==> src/rtl/pixel_array_ctrl.sv <==
// Frame sequencer for a pixel sensor array: erase, expose, ramp conversion, row readout, valid/ready stream.
// Optional Gray-coded conversion count is enabled by defining PIXEL_CTRL_GRAY_CNT_EN.
module pixel_array_ctrl #(
  parameter int N_ROWS       = 2,
  parameter int N_COLS       = 2,
  parameter int DATA_W       = 8,
  parameter int ERASE_CYCLES = 5,
  parameter int READ_SETTLE  = 2,
  localparam int RW = (N_ROWS > 1) ? $clog2(N_ROWS) : 1,
  localparam int KW = (N_COLS > 1) ? $clog2(N_COLS) : 1
) (
  input  logic                     clk,
  input  logic                     reset,
  input  logic                     start,
  input  logic [15:0]              exp_cycles,
  output logic                     busy,
  output logic                     erase,
  output logic                     expose,
  output logic                     convert,
  output logic [DATA_W-1:0]        cnt_out,
  output logic                     cnt_oe,
  output logic [N_ROWS-1:0]        read,
  input  logic [N_COLS*DATA_W-1:0] col_data,
  output logic [DATA_W-1:0]        pix_data,
  output logic [RW-1:0]            pix_row,
  output logic [KW-1:0]            pix_col,
  output logic                     pix_valid,
  input  logic                     pix_ready,
  output logic                     frame_done
);

  // Phase counter must hold both the 16-bit exposure length and the full ramp length.
  localparam int CW = (DATA_W + 1 > 16) ? DATA_W + 1 : 16;
  localparam logic [CW-1:0] ERASE_LAST = CW'(ERASE_CYCLES - 1);
  localparam logic [CW-1:0] CONV_LAST  = CW'((1 << DATA_W) - 1);
  localparam logic [CW-1:0] READ_LAST  = CW'(READ_SETTLE - 1);
  localparam logic [RW-1:0] ROW_LAST   = RW'(N_ROWS - 1);
  localparam logic [KW-1:0] COL_LAST   = KW'(N_COLS - 1);

  typedef enum logic [2:0] {
    IDLE, ERASE, EXPOSE, CONVERT, ROWSEL, STREAM, DONE
  } state_t;

  state_t          state_reg, state_next;
  logic [CW-1:0]   cnt_reg, cnt_next;
  logic [CW-1:0]   exp_last_reg, exp_last_next;
  logic [RW-1:0]   row_reg, row_next;
  logic [KW-1:0]   col_reg, col_next;
  logic            capture;
  logic [DATA_W-1:0] lane_bus [N_COLS];
  logic [DATA_W-1:0] ramp_code;

`ifdef PIXEL_CTRL_GRAY_CNT_EN
  function automatic logic [DATA_W-1:0] lane_decode(input logic [DATA_W-1:0] g);
    logic [DATA_W-1:0] b;
    b[DATA_W-1] = g[DATA_W-1];
    for (int i = DATA_W - 2; i >= 0; i--) begin
      b[i] = b[i+1] ^ g[i];
    end
    return b;
  endfunction
  assign ramp_code = cnt_reg[DATA_W-1:0] ^ (cnt_reg[DATA_W-1:0] >> 1);
`else
  function automatic logic [DATA_W-1:0] lane_decode(input logic [DATA_W-1:0] g);
    return g;
  endfunction
  assign ramp_code = cnt_reg[DATA_W-1:0];
`endif

  always_ff @(posedge clk) begin
    if (reset) begin
      state_reg    <= IDLE;
      cnt_reg      <= '0;
      exp_last_reg <= '0;
      row_reg      <= '0;
      col_reg      <= '0;
    end else begin
      state_reg    <= state_next;
      cnt_reg      <= cnt_next;
      exp_last_reg <= exp_last_next;
      row_reg      <= row_next;
      col_reg      <= col_next;
    end
  end

  always_comb begin
    state_next    = state_reg;
    cnt_next      = cnt_reg;
    exp_last_next = exp_last_reg;
    row_next      = row_reg;
    col_next      = col_reg;
    capture       = 1'b0;
    case (state_reg)
      IDLE: begin
        if (start) begin
          state_next    = ERASE;
          cnt_next      = '0;
          // Zero exposure behaves as a single-cycle exposure.
          exp_last_next = (exp_cycles == 16'd0) ? '0 : CW'(exp_cycles - 16'd1);
        end
      end
      ERASE: begin
        if (cnt_reg == ERASE_LAST) begin
          state_next = EXPOSE;
          cnt_next   = '0;
        end else begin
          cnt_next = cnt_reg + 1'b1;
        end
      end
      EXPOSE: begin
        if (cnt_reg == exp_last_reg) begin
          state_next = CONVERT;
          cnt_next   = '0;
        end else begin
          cnt_next = cnt_reg + 1'b1;
        end
      end
      CONVERT: begin
        if (cnt_reg == CONV_LAST) begin
          state_next = ROWSEL;
          cnt_next   = '0;
          row_next   = '0;
        end else begin
          cnt_next = cnt_reg + 1'b1;
        end
      end
      ROWSEL: begin
        if (cnt_reg == READ_LAST) begin
          state_next = STREAM;
          cnt_next   = '0;
          col_next   = '0;
          capture    = 1'b1;
        end else begin
          cnt_next = cnt_reg + 1'b1;
        end
      end
      STREAM: begin
        if (pix_ready) begin
          if (col_reg == COL_LAST) begin
            cnt_next = '0;
            if (row_reg == ROW_LAST) begin
              state_next = DONE;
            end else begin
              state_next = ROWSEL;
              row_next   = row_reg + 1'b1;
            end
          end else begin
            col_next = col_reg + 1'b1;
          end
        end
      end
      DONE:    state_next = IDLE;
      default: state_next = IDLE;
    endcase
  end

  // Row buffer: one register per column lane, loaded on the last settle cycle.
  generate
    for (genvar gi = 0; gi < N_COLS; gi++) begin : g_lane
      logic [DATA_W-1:0] lane_reg;
      always_ff @(posedge clk) begin
        if (capture) begin
          lane_reg <= lane_decode(col_data[gi*DATA_W +: DATA_W]);
        end
      end
      assign lane_bus[gi] = lane_reg;
    end
  endgenerate

  assign busy       = (state_reg != IDLE);
  assign erase      = (state_reg == ERASE);
  assign expose     = (state_reg == EXPOSE);
  assign convert    = (state_reg == CONVERT);
  assign cnt_oe     = convert;
  assign cnt_out    = convert ? ramp_code : '0;
  assign read       = (state_reg == ROWSEL) ? (N_ROWS'(1) << row_reg) : '0;
  assign pix_valid  = (state_reg == STREAM);
  assign pix_data   = pix_valid ? lane_bus[col_reg] : '0;
  assign pix_row    = pix_valid ? row_reg : '0;
  assign pix_col    = pix_valid ? col_reg : '0;
  assign frame_done = (state_reg == DONE);

endmodule

==> config.mk <==
export PLATFORM = sky130hd
export DESIGN_NAME = pixel_array_ctrl
export DESIGN_NICKNAME = d
export VERILOG_FILES = /design/src/rtl/pixel_array_ctrl.sv
export SDC_FILE = /design/constraint.sdc
export NUM_CORES = 1
export LEC_CHECK = 0
export ABC_AREA = 1
export ABC_CLOCK_PERIOD_IN_PS = 1700
export BUFFER_PORTS_ARGS = -buffer_cell sky130_fd_sc_hd__buf_2
export CORE_MARGIN = 2
export CORE_UTILIZATION = 50
export CTS_CLUSTER_DIAMETER = 40
export DETAILED_ROUTE_END_ITERATION = 10
export PLACE_DENSITY_LB_ADDON = 0.3
export SYNTH_ARGS = -nofsm -noshare
export SYNTH_HDL_FRONTEND = slang
export SYNTH_SLANG_ARGS = --single-unit
export TNS_END_PERCENT = 10
==> constraint.sdc <==
create_clock -name clk -period 1.7 [get_ports clk]
set_input_delay 0.085 -clock clk [delete_from_list [all_inputs] [get_ports clk]]
set_output_delay 0.085 -clock clk [all_outputs]
set_load 0.02 [all_outputs]
-- Yosys cells after proc, flatten, opt, wreduce, memory -nomap -nowiden
Index checks and enable logic that the tools add are counted.
Widths: inputs -> output; s select.
- $lt $le $gt $ge: 1
- add/subtract/negate cells: 4
- muxes and demuxes: 37
- shift-type cells: 1
- equal/unequal tests: 17
- reductions and logical operators: 11
- bitwise operators: 1
- operators with widths (cell ; number):
    $mux 16 ; 8
    $pmux 16 s6 ; 1
    $mux 8 ; 5
    $mux 3 ; 7
    $pmux 3 s6 ; 1
    $add 16x1->16 const B ; 1
    $eq 16x1->1 const B ; 1
    $eq 16x16->1 ; 1
    $eq 16x3->1 const B ; 1
    $eq 16x8->1 const B ; 1
    $logic_not 16->1 ; 1
    $sub 16x1->16 const B ; 1
    $mux 1 ; 11
    $ne 2x1->1 const B ; 5
    $eq 3x3->1 const B ; 3
    $reduce_and 4->1 ; 2
    $reduce_and 7->1 ; 1
    $eq 3x2->1 const B ; 2
    $reduce_bool 6->1 ; 1
    $mux 2 ; 2
    $ne 2x2->1 const B ; 2
    $pmux 1 s2 ; 2
    $reduce_bool 2->1 ; 2
    $eq 3x1->1 const B ; 1
    other kinds (8) ; 9
- logic and storage cells: 79
- output and inout bits: 27
- bits of input ports: 36
- flip-flop bits (word level): 53

-- Depth between registers and ports, before layout
Gate-level depths: netlist of run 1.
- depth after elaboration: 5
- mapped depth: 13
- gate-level depth less buffers: 12

-- Worst setup path before layout of run 1
Ideal clock, no wire load.
- path type: register to register
- start: reg cnt_reg[1]
- end: reg g_lane[0].lane_reg[0] (enable)
- stages on the path, launching flop included: 7
- library setup time: 0.388 ns
- required time: 1.312 ns
- data arrival time: 1.489 ns
- buffers on the path: 0
- clock period less this slack: 1.878 ns
- setup slack: -0.178 ns
- cell sequence: dfxtp_1 > inv_1 > ha_1 > nand2_1 > nor2_1 > nand2_1 > nor2_1
- longest elaborated chain between the ends: 3
- ends and longest elaborated chain (item ; RTL line ; source):
    start: declaration ; 45 ; logic [CW-1:0] cnt_reg, cnt_next;
    start signal: assignment ; 79 ; cnt_reg <= cnt_next;
    $eq 16x1->1 ; 128 ; if (cnt_reg == READ_LAST) begin
    $mux 1 ; 128 ;
    $mux 1 ; 93 ; case (state_reg)
    named net capture ; 49 ; logic capture;
    end signal: assignment ; 163 ; lane_reg <= lane_decode(col_data[gi*DATA_W +: DATA_W]);
    end: declaration ; 160 ; logic [DATA_W-1:0] lane_reg;
The timed path passes the listed nets, and every way through them passes these cells.
A chain may end at the register's enable or synchronous reset.

-- Worst setup path in the final report of run 1
- start: reg cnt_reg[3]
- end: reg cnt_reg[9]
- longest elaborated chain between the ends: 3
- elaborated cells between the ends (all ways): 10
- those cells by class: 1 x add/sub; 4 x eq/ne; 5 x mux
- ends and longest elaborated chain (item ; RTL line):
    $add 16x1->16 (tied with other cells) ; n/a
    $mux 16 (on tied branches) ; n/a
    $pmux 16 s6 * ; 93
Every way passes the cells marked *; elsewhere a longest branch is shown, timed or not.

==> results of run 1 <==
-- per-layer routing --
| metal | global-route usage (%) | vias up |
|---|---|---|
| li1 | - | 1693 |
| met1 | 30.5 | 1547 |
| met2 | 43.9 | 124 |
| met3 | 5.35 | 31 |
| met4 | 6.93 | 0 |
| met5 | 0 | - |
-- cells in the final DEF (no fill, tap or decap), types with 3 or more instances in the layout --
cell type / count
nor3_1: 6
nand3b_1: 3
inv_2: 3
buf_4: 35
nor2_4: 9
dfxtp_2: 7
clkbuf_8: 5
nand4_1: 6
o21ai_0: 10
nand2_1: 136
dlygate4sd3_1: 16
ha_1: 3
inv_4: 4
dfxtp_4: 7
xnor2_1: 5
nor2_1: 62
nand3_2: 5
buf_6: 4
nand3_1: 17
buf_2: 57
xor2_1: 9
inv_1: 64
a21oi_1: 18
a22o_1: 7
nand2_2: 5
dfxtp_1: 23
nor2_2: 13
edfxtp_1: 16
-- power groups by stage --
stage | Clock [mW] | Sequential, mW | Combinational [mW]
after global placement | 0 | 1.59 | 1.67
after global routing | 0.848 | 1.63 | 2.09
final | 0.797 | 1.61 | 1.90
after CTS | 0.801 | 1.58 | 1.75
after detailed placement | 0 | 1.60 | 1.70
after floorplan | 0 | 1.57 | 1.24
-- final timing paths --
kind / from / endpoint / slack [ns]
worst min-delay path: exp_cycles[10] / exp_last_reg[10] / 0.06
worst max register to register: cnt_reg[3] / cnt_reg[9] / -0.05
worst min register to register: exp_last_reg[10] / exp_last_reg[10] / 0.49
worst max-delay path: cnt_reg[3] / cnt_reg[9] / -0.05
-- kinds of logic after synthesis --
logic type	Yosys count	share of synthesized area, %
simple gates	275	39.2
buf+inv	80	9.95
flops	53	37.2
compound gates	42	7.74
xor+xnor	15	4.00
fa+ha+maj	5	1.91
-- final cells by class --
cell class	count	area, µm²
repair buffers	113	773
inverters	72	280
well taps	77	96.3
clock buffers	5	68.8
flip-flops and latches	53	1260
multi-input cells	337	1860
clock inverters	3	28.8
fillers	481	1980
repair inverters	1	7.51
-- stage by stage --
step | cells | setup WS, ns | util (%) | total power, mW | hold slack [ns]
after floorplan | 470 | -0.134 | - | 2.80 | 0.184
after global placement | 632 | -0.0235 | 61.2 | 3.26 | 0.261
after detailed placement | 632 | -0.0976 | 61.2 | 3.29 | 0.263
after CTS | 656 | 0.00838 | 65.6 | 4.13 | 0.0644
after global routing | 661 | -0.141 | 68.8 | 4.57 | 0.0932
final | 661 | -0.0459 | 68.8 | 4.31 | 0.0634
-- tightest hold or removal path, stage by stage --
cell and delay [ns]:
buf_2 0.10, xor2_1 0.06, nand2_1 0.05, a21oi_1 0.05
-- cells in the mapped netlist, drive strengths merged --
| master | n |
|---|---|
| clkinv | 2 |
| nand3 | 24 |
| nor3 | 9 |
| a21oi | 19 |
| nor2 | 86 |
| a22oi | 1 |
| xor2 | 10 |
| clkbuf | 2 |
| o21ai | 12 |
| edfxtp | 16 |
| a31oi | 1 |
| or2 | 1 |
| xnor2 | 5 |
| nor3b | 1 |
| dfxtp | 37 |
| nand2 | 144 |
| ha | 5 |
| o221ai | 1 |
| inv | 70 |
| a22o | 8 |
| nand3b | 3 |
| nand4 | 6 |
| buf | 6 |
| nor4 | 1 |
-- what timing repair did --
action                                  CTS  global route
resized for setup                         8            56
cloned                                    0             1
hold buffers                             16             0
setup buffers                             0             4
endpoints found under the hold margin    16             0
endpoints found under the setup margin   28            50
pin swaps                                 0            10
==> impl_metrics.toml, run 1 <==
[power]
swShare_pct = 42.0
pwr-share-seq_pct = 37.3
ir_worst_vdd_mv = 0.606
power_frac_comb_pct = 44.2
p_clk_share_pct = 18.5
p_sw_mw = 1.81
power.leakage_nw = 2.00
powerDensity_mw_per_mm2 = 986
p_int_mw = 2.50

[drt]
wirelength_um = 9300
drtAntennaViolNets = 0
routed.top_layer = "met4"
dr_wl_met2_um = 4800
wl_met1_um = 3740
dr.pass1.iters = 5
met3_length_um = 468
via_per_inst = 5.14
route.detailed.drc = 0
wl_per_cell_um = 14.1
vias = 3395
drtIter0Drc = 225

[finish]
final_area_mm2 = 0.00437
drive_above_1_share_pct = 30.1
diodes = 0
nets = 624
syn_to_final_growth_pct = 33.1

[floorplanning]
rows = 29
core_mm2 = 0.00635
initial_core_util_pct = 51.7
dieArea_mm2 = 0.00723
io_pins = 63
die_h_um = 85.0
die_x_um = 85.0

[clock_network]
clock_latency_ns = 0.33
cts_tree = "done"
path_clk_slew_ns = 0.10
numCtsBuffers = 5
cts-root-buf = "clkbuf_8"
cts.sinks = 53
cts_buffer_depth = 2
htreeDepth = 2

[sta]
min_period_over_period_pct = 103
clock_skew_ns = 0.00600
worst_pin_slew_ns = 0.458
fmax_mhz = 573
finalCriticalPeriod_ns = 1.75
slew_violations = 0
finalSetupViolCount = 11
slew_headroom_pct = 69.3
worst_slack_ns = -0.0459
tns_ns = -0.200
rsz0062_at_grt = "yes"
final_hold_viol_count = 0

[worst_setup_path]
critical_path_arrival_ns = 1.97
cp-end-kind = "register"
worst-path-buf-inv = 2
crit_path_start_kind = "register"
rr_worst_depth = 12
crit_type = "reg2reg"
slowest_stage = "dfxtp_4"
crit_path_max_fanout = 5
critPathMaxStageDelay_ns = 0.39
path_delay_family = "simple AND/OR/NAND/NOR gates"
cp.required_ns = 1.93
crit_chain = "buf_4, nor2_1, nand2_1, nor2_1, nand2_1, nand2_1, nand2_2, nor2_4, nand3_4, buf_6, nand3_1, nor2_1"
path_depth = 12

[yosys]
syn-num-nets = 511
syn-cell-area_mm2 = 0.00328
ys_top_cells_by_area = "dfxtp_1, nand2_1, edfxtp_1"
synth-seq-area-share_pct = 37.2
syn_inst = 470
synth.yosys.warnings = 0
synth_top_cell_by_area = "dfxtp_1"
ys_types = 39
synth_top_area_share_pct = 22.6
yosys_register_bits = 53
syn_avg_cell_area_um2 = 6.99

[outcome]
failed_checks = "setup timing"
status = "complete, but fails checks"

[global_route]
grt_pass1_wl_um = 14300
overflow = 0
antenna_found_initial = 0
track_usage_pct = 24.9
grt_pass1_vias = 3150
grt_max_degree = 20

[worst_hold_path]
worstHoldPathType = "in2reg"
hold_depth = 4

[flow_run]
maxCapViolations = 0

[placed_design]
placed_area_mm2 = 0.00388
gp_congestion = 0.908
hpwl_um = 6180
numPortBuffers = 62
Power figures use the tool's default switching activity.
==> run 2: changes to the inputs <==
--- a/config.mk
+++ b/config.mk
@@ -5,11 +5,10 @@
 export SDC_FILE = /design/constraint.sdc
 export NUM_CORES = 1
 export LEC_CHECK = 0
-export ABC_AREA = 1
 export ABC_CLOCK_PERIOD_IN_PS = 1700
 export BUFFER_PORTS_ARGS = -buffer_cell sky130_fd_sc_hd__buf_2
 export CORE_MARGIN = 2
-export CORE_UTILIZATION = 50
+export CORE_UTILIZATION = 49
 export CTS_CLUSTER_DIAMETER = 40
 export DETAILED_ROUTE_END_ITERATION = 10
 export PLACE_DENSITY_LB_ADDON = 0.3
==> impl_metrics.toml, run 2 <==
[global_route]
overflow = 0
grt_max_degree = 24
grt_pass1_vias = 2691
track_usage_pct = 24.4
antenna_found_initial = 0
grt_pass1_wl_um = 12600

[flow_run]
maxCapViolations = 0

[power]
p_clk_share_pct = 19.7
powerDensity_mw_per_mm2 = 958
ir_worst_vdd_mv = 0.614
p_sw_mw = 1.46
swShare_pct = 36.1
power.leakage_nw = 1.90
power_frac_comb_pct = 43.0
p_int_mw = 2.58
pwr-share-seq_pct = 37.3

[drt]
drtIter0Drc = 161
vias = 2884
via_per_inst = 5.29
drtAntennaViolNets = 0
wirelength_um = 8160
dr.pass1.iters = 4
route.detailed.drc = 0
wl_per_cell_um = 15.0

[floorplanning]
core_mm2 = 0.00592
initial_core_util_pct = 50.5
die_h_um = 82.2
dieArea_mm2 = 0.00675
die_x_um = 82.2
rows = 28
io_pins = 63

[clock_network]
htreeDepth = 2
cts.sinks = 53
cts_tree = "done"
clock_latency_ns = 0.32
cts_buffer_depth = 2
cts-root-buf = "clkbuf_8"
numCtsBuffers = 5
path_clk_slew_ns = 0.11

[yosys]
synth_edf_count = 16
synth_top_cell_by_area = "dfxtp_1"
syn_avg_cell_area_um2 = 9.04
synth.yosys.warnings = 0
ys_top_cells_by_area = "dfxtp_1, edfxtp_1, xor2_1"
synthArstFlopShare_pct = 0
synth-seq-area-share_pct = 40.8
syn_inst = 331
syn-num-nets = 372
syn-cell-area_mm2 = 0.00299
ys_types = 51
yosysMostFrequentCell = "nor2_1"
ys_top_cells_by_count = "nor2_1, dfxtp_1, nand2_1"
yosys_register_bits = 53
ys.flop_type = "dfxtp_1"
synth_top_area_share_pct = 24.7

[outcome]
failed_checks = "setup timing"
status = "complete, but fails checks"

[worst_hold_path]
worstHoldPathType = "in2reg"
hold_depth = 2
min_from = "reset"
hold_end = "state_reg[0]"

[finish]
n_fill_cell = 437
syn_to_final_growth_pct = 40.7
diodes = 0
final_area_mm2 = 0.00421
final_common_cell = "buf_4"
nets = 510
final_cell_mix = "buf_4, buf_2, nor2_1"
drive_above_1_share_pct = 39.4

[sta]
min_period_over_period_pct = 132
slew_violations = 0
rsz0062_at_grt = "yes"
worst_pin_slew_ns = 0.447
final_hold_viol_count = 0
worst_slack_ns = -0.541
clock_skew_ns = 0.0100
finalCriticalPeriod_ns = 2.24
finalSetupViolCount = 35
fmax_mhz = 446
slew_headroom_pct = 70.0

[worst_setup_path]
cp.required_ns = 1.96
crit-reg2reg-launch = "cnt_reg[5]"
crit_path_start_kind = "register"
cp-end-kind = "register"
crit_type = "reg2reg"
r2r-end = "state_reg[1]"
rr_worst_depth = 6
crit_path_max_fanout = 5
critical_path_arrival_ns = 2.50
regToRegSetupSlack_ns = -0.54

[placed_design]
hpwl_um = 5640
place_ws_ns = -0.383
gp_congestion = 0.887
placed_area_mm2 = 0.00378
numPortBuffers = 62
[run 2: logic make-up (layout without fill, tap and decap cells)]
| family | after synthesis | after routing | synth area share, % |
|---|---|---|---|
| multiplexers | 8 | 8 | 2.68 |
| flip-flops | 53 | 53 | 40.8 |
| AND/OR/NAND/NOR | 151 | 151 | 26.8 |
| AO/OA/AOI/OAI | 49 | 49 | 10.8 |
| XOR/XNOR | 33 | 33 | 9.66 |
| buffers and inverters | 32 | 171 | 7.15 |
| adder cells (fa/ha/maj) | 5 | 5 | 2.09 |
[run 2: power groups by stage]
stage	clock, mW	combinational (mW)	sequential (mW)
2_1_floorplan	0	0.832	1.52
3_3_place_gp	0	1.40	1.52
3_5_place_dp	0	1.43	1.53
4_1_cts	0.808	1.65	1.50
5_1_grt	0.850	1.86	1.52
6_report	0.793	1.74	1.50
[run 2: through the flow]
stage          total power [mW]  hold WS, ns  util [%]  instances  TNS, ns
2_1_floorplan              2.35        0.184         -        331    -7.23
3_3_place_gp               2.92        0.262      63.8        514    -4.56
3_5_place_dp               2.96        0.263      63.8        514    -5.37
4_1_cts                    3.96       0.0507      70.4        544    -7.29
5_1_grt                    4.22       0.0902      71.1        545   -16.86
6_report                   4.03       0.0828      71.1        545   -14.74
[run 2: repair_timing]
item / in CTS / in global routing
hold buffers: 16 / 0
endpoints found under the setup margin: 36 / 51
hold endpoints to repair: 16 / 0
gates resized for setup: 25 / 8
buffers inserted: 6 / 1
pin swaps: 8 / 6
[run 2: worst max path at each step]
stage	start	to
finish	cnt_reg[5]	state_reg[1]
floorplan	cnt_reg[1]	g_lane[0].lane_reg[0]
CTS	cnt_reg[1]	state_reg[1]
detailed placement	cnt_reg[7]	state_reg[0]
global route	cnt_reg[6]	state_reg[1]
global placement	cnt_reg[3]	state_reg[0]
[run 2: cell type report]
cell class / instances / area, µm² / area share (%)
Clock inverter: 3 / 28.8 / 0.684
Inverter: 11 / 43.8 / 1.04
Sequential cell: 53 / 1240 / 29.4
Tap cell: 75 / 93.8 / 2.23
Timing Repair Buffer: 152 / 1060 / 25.1
Multi-Input combinational cell: 246 / 1680 / 39.9
Clock buffer: 5 / 68.8 / 1.63
[run 2: worst max-delay path: stages (launching register included)]
cell and delay, ns:
dfxtp_1 0.39, nor3_1 0.43, nand4_1 0.24, a22o_1 0.26
a221o_1 0.33, or4_1 0.41, a21oi_1 0.12
[run 2: routing by layer]
layer  up-vias  part of all wire (%)  GRT usage (%)
li1       1445                     -              -
met1      1334                    43           30.7
met2        89                    51           41.7
met3        16                   4.2           4.89
met4         0                   2.1           8.17
met5         -                     0              0
==> run 3: changes to the inputs <==
--- a/config.mk
+++ b/config.mk
@@ -11,7 +11,7 @@
 export CORE_UTILIZATION = 49
 export CTS_CLUSTER_DIAMETER = 40
 export DETAILED_ROUTE_END_ITERATION = 10
-export PLACE_DENSITY_LB_ADDON = 0.3
+export PLACE_DENSITY = 0.72
 export SYNTH_ARGS = -nofsm -noshare
 export SYNTH_HDL_FRONTEND = slang
 export SYNTH_SLANG_ARGS = --single-unit
==> impl_metrics.toml, run 3 (synthesis results as in run 2) <==
[worst_setup_path]
crit_path_max_fanout = 7
critPathMaxStageDelay_ns = 0.42
crit_start = "cnt_reg[0]"
crit_type = "reg2reg"
endpoint = "state_reg[0]"
cp-end-kind = "register"
regToRegSetupSlack_ns = -0.38
critical_path_arrival_ns = 2.33
slowest_stage = "or3_2"
crit-reg2reg-launch = "cnt_reg[0]"
cp.required_ns = 1.95
crit_path_start_kind = "register"
crit_chain = "inv_2, ha_1, and4bb_2, nand4_1, a22o_1, a221o_2, or3_2, a21oi_1"
r2r-end = "state_reg[0]"
rr_worst_depth = 8

[power]
powerDensity_mw_per_mm2 = 956
finalPower_mw = 4.01
power.leakage_nw = 1.91
ir_worst_vdd_mv = 1.07

[placed_design]
gp_congestion = 0.882
dp.cells = 518
numPortBuffers = 62
placed_area_mm2 = 0.00381
place_ws_ns = -0.340
hpwl_um = 5690

[sta]
final_hold_viol_count = 0
slew_violations = 0
tns_ns = -5.75
worst_slack_ns = -0.383
finalCriticalPeriod_ns = 2.08
min_period_over_period_pct = 123
slew_headroom_pct = 57.9
whs_ns = 0.111
fmax_mhz = 480
clock_skew_ns = 0.00882
rsz0062_at_grt = "yes"
worst_pin_slew_ns = 0.627
finalSetupViolCount = 18

[global_route]
grt_max_degree = 20
overflow = 0
antenna_found_initial = 0
track_usage_pct = 24.4
grt_pass1_vias = 2731
grt_pass1_wl_um = 12600

[outcome]
failed_checks = "setup timing"
status = "complete, but fails checks"

[clock_network]
numCtsBuffers = 5
cts-root-buf = "clkbuf_8"
htreeDepth = 2
cts_tree = "done"
cts_buffer_depth = 2
cts.sinks = 53
clock_latency_ns = 0.31
path_clk_slew_ns = 0.10

[finish]
nets = 514
drive_above_1_share_pct = 38.6
final_common_cell = "buf_4"
diodes = 0
final_cell_mix = "buf_4, buf_2, nor2_1"
instances_no_fill = 549
syn_to_final_growth_pct = 40.3
final_area_mm2 = 0.00420
utilization_pct = 70.9

[drt]
wl_per_cell_um = 14.7
via_per_inst = 5.34
vias = 2933
dr.pass1.iters = 5
wirelength_um = 8050
route.detailed.drc = 0
drtIter0Drc = 190
drtAntennaViolNets = 0

[floorplanning]
dieArea_mm2 = 0.00675
die_h_um = 82.2
rows = 28
io_pins = 63
die_x_um = 82.2
core_mm2 = 0.00592
initial_core_util_pct = 50.5

[flow_run]
maxCapViolations = 0

[worst_hold_path]
worstHoldPathType = "in2reg"
## run 3: how the worst min path moves through the flow
stage                                 end   startpoint  cells after the start  slack (ns)
CTS                               col_reg    pix_ready                      3        0.10
global route                   cnt_reg[1]        reset                      2        0.14
floorplan           g_lane[0].lane_reg[0]  col_data[0]                      0        0.18
detailed placement  g_lane[0].lane_reg[6]  col_data[6]                      1        0.26
global placement    g_lane[1].lane_reg[1]  col_data[9]                      1        0.26
finish                            col_reg    pix_ready                      3        0.11
## run 3: report_power, final
group | internal, mW | switching, mW | leakage [nW]
clock network | 0.301 | 0.446 | 0.0452
registers | 1.41 | 0.104 | 0.448
logic | 0.892 | 0.858 | 1.41
total | 2.60 | 1.41 | 1.91
## run 3: layout make-up
type	count	area, µm²
tap	75	93.8
clock inverter	3	25.0
timing repair buffer	156	1080
multi-input combinational	246	1650
clock buffer	5	68.8
fill	444	1720
inverter	11	43.8
sequential	53	1230
## run 3: routing by layer
layer / GRT usage, % / wire length, µm
met1: 32.0 / 3610
met2: 41.4 / 3960
met3: 4.02 / 358
met4: 7.67 / 116
met5: 0 / 0
## run 3: repair_timing
item / in CTS / in global routing
pin swaps: 7 / 3
hold buffers: 16 / 0
buffers inserted: 4 / 2
endpoints found under the hold margin: 16 / 0
setup endpoints to repair: 34 / 51
cloned: 0 / 1
resized for setup: 13 / 10
## run 3: worst max-delay path: cells and delay by family, from the launching register on
family | cells | cell delay (ns)
AND/OR/NAND/NOR | 3 | 0.74
adder cells (fa/ha/maj) | 1 | 0.14
buffers and inverters | 1 | 0.06
flip-flops | 1 | 0.39
AO/OA/AOI/OAI | 3 | 0.69
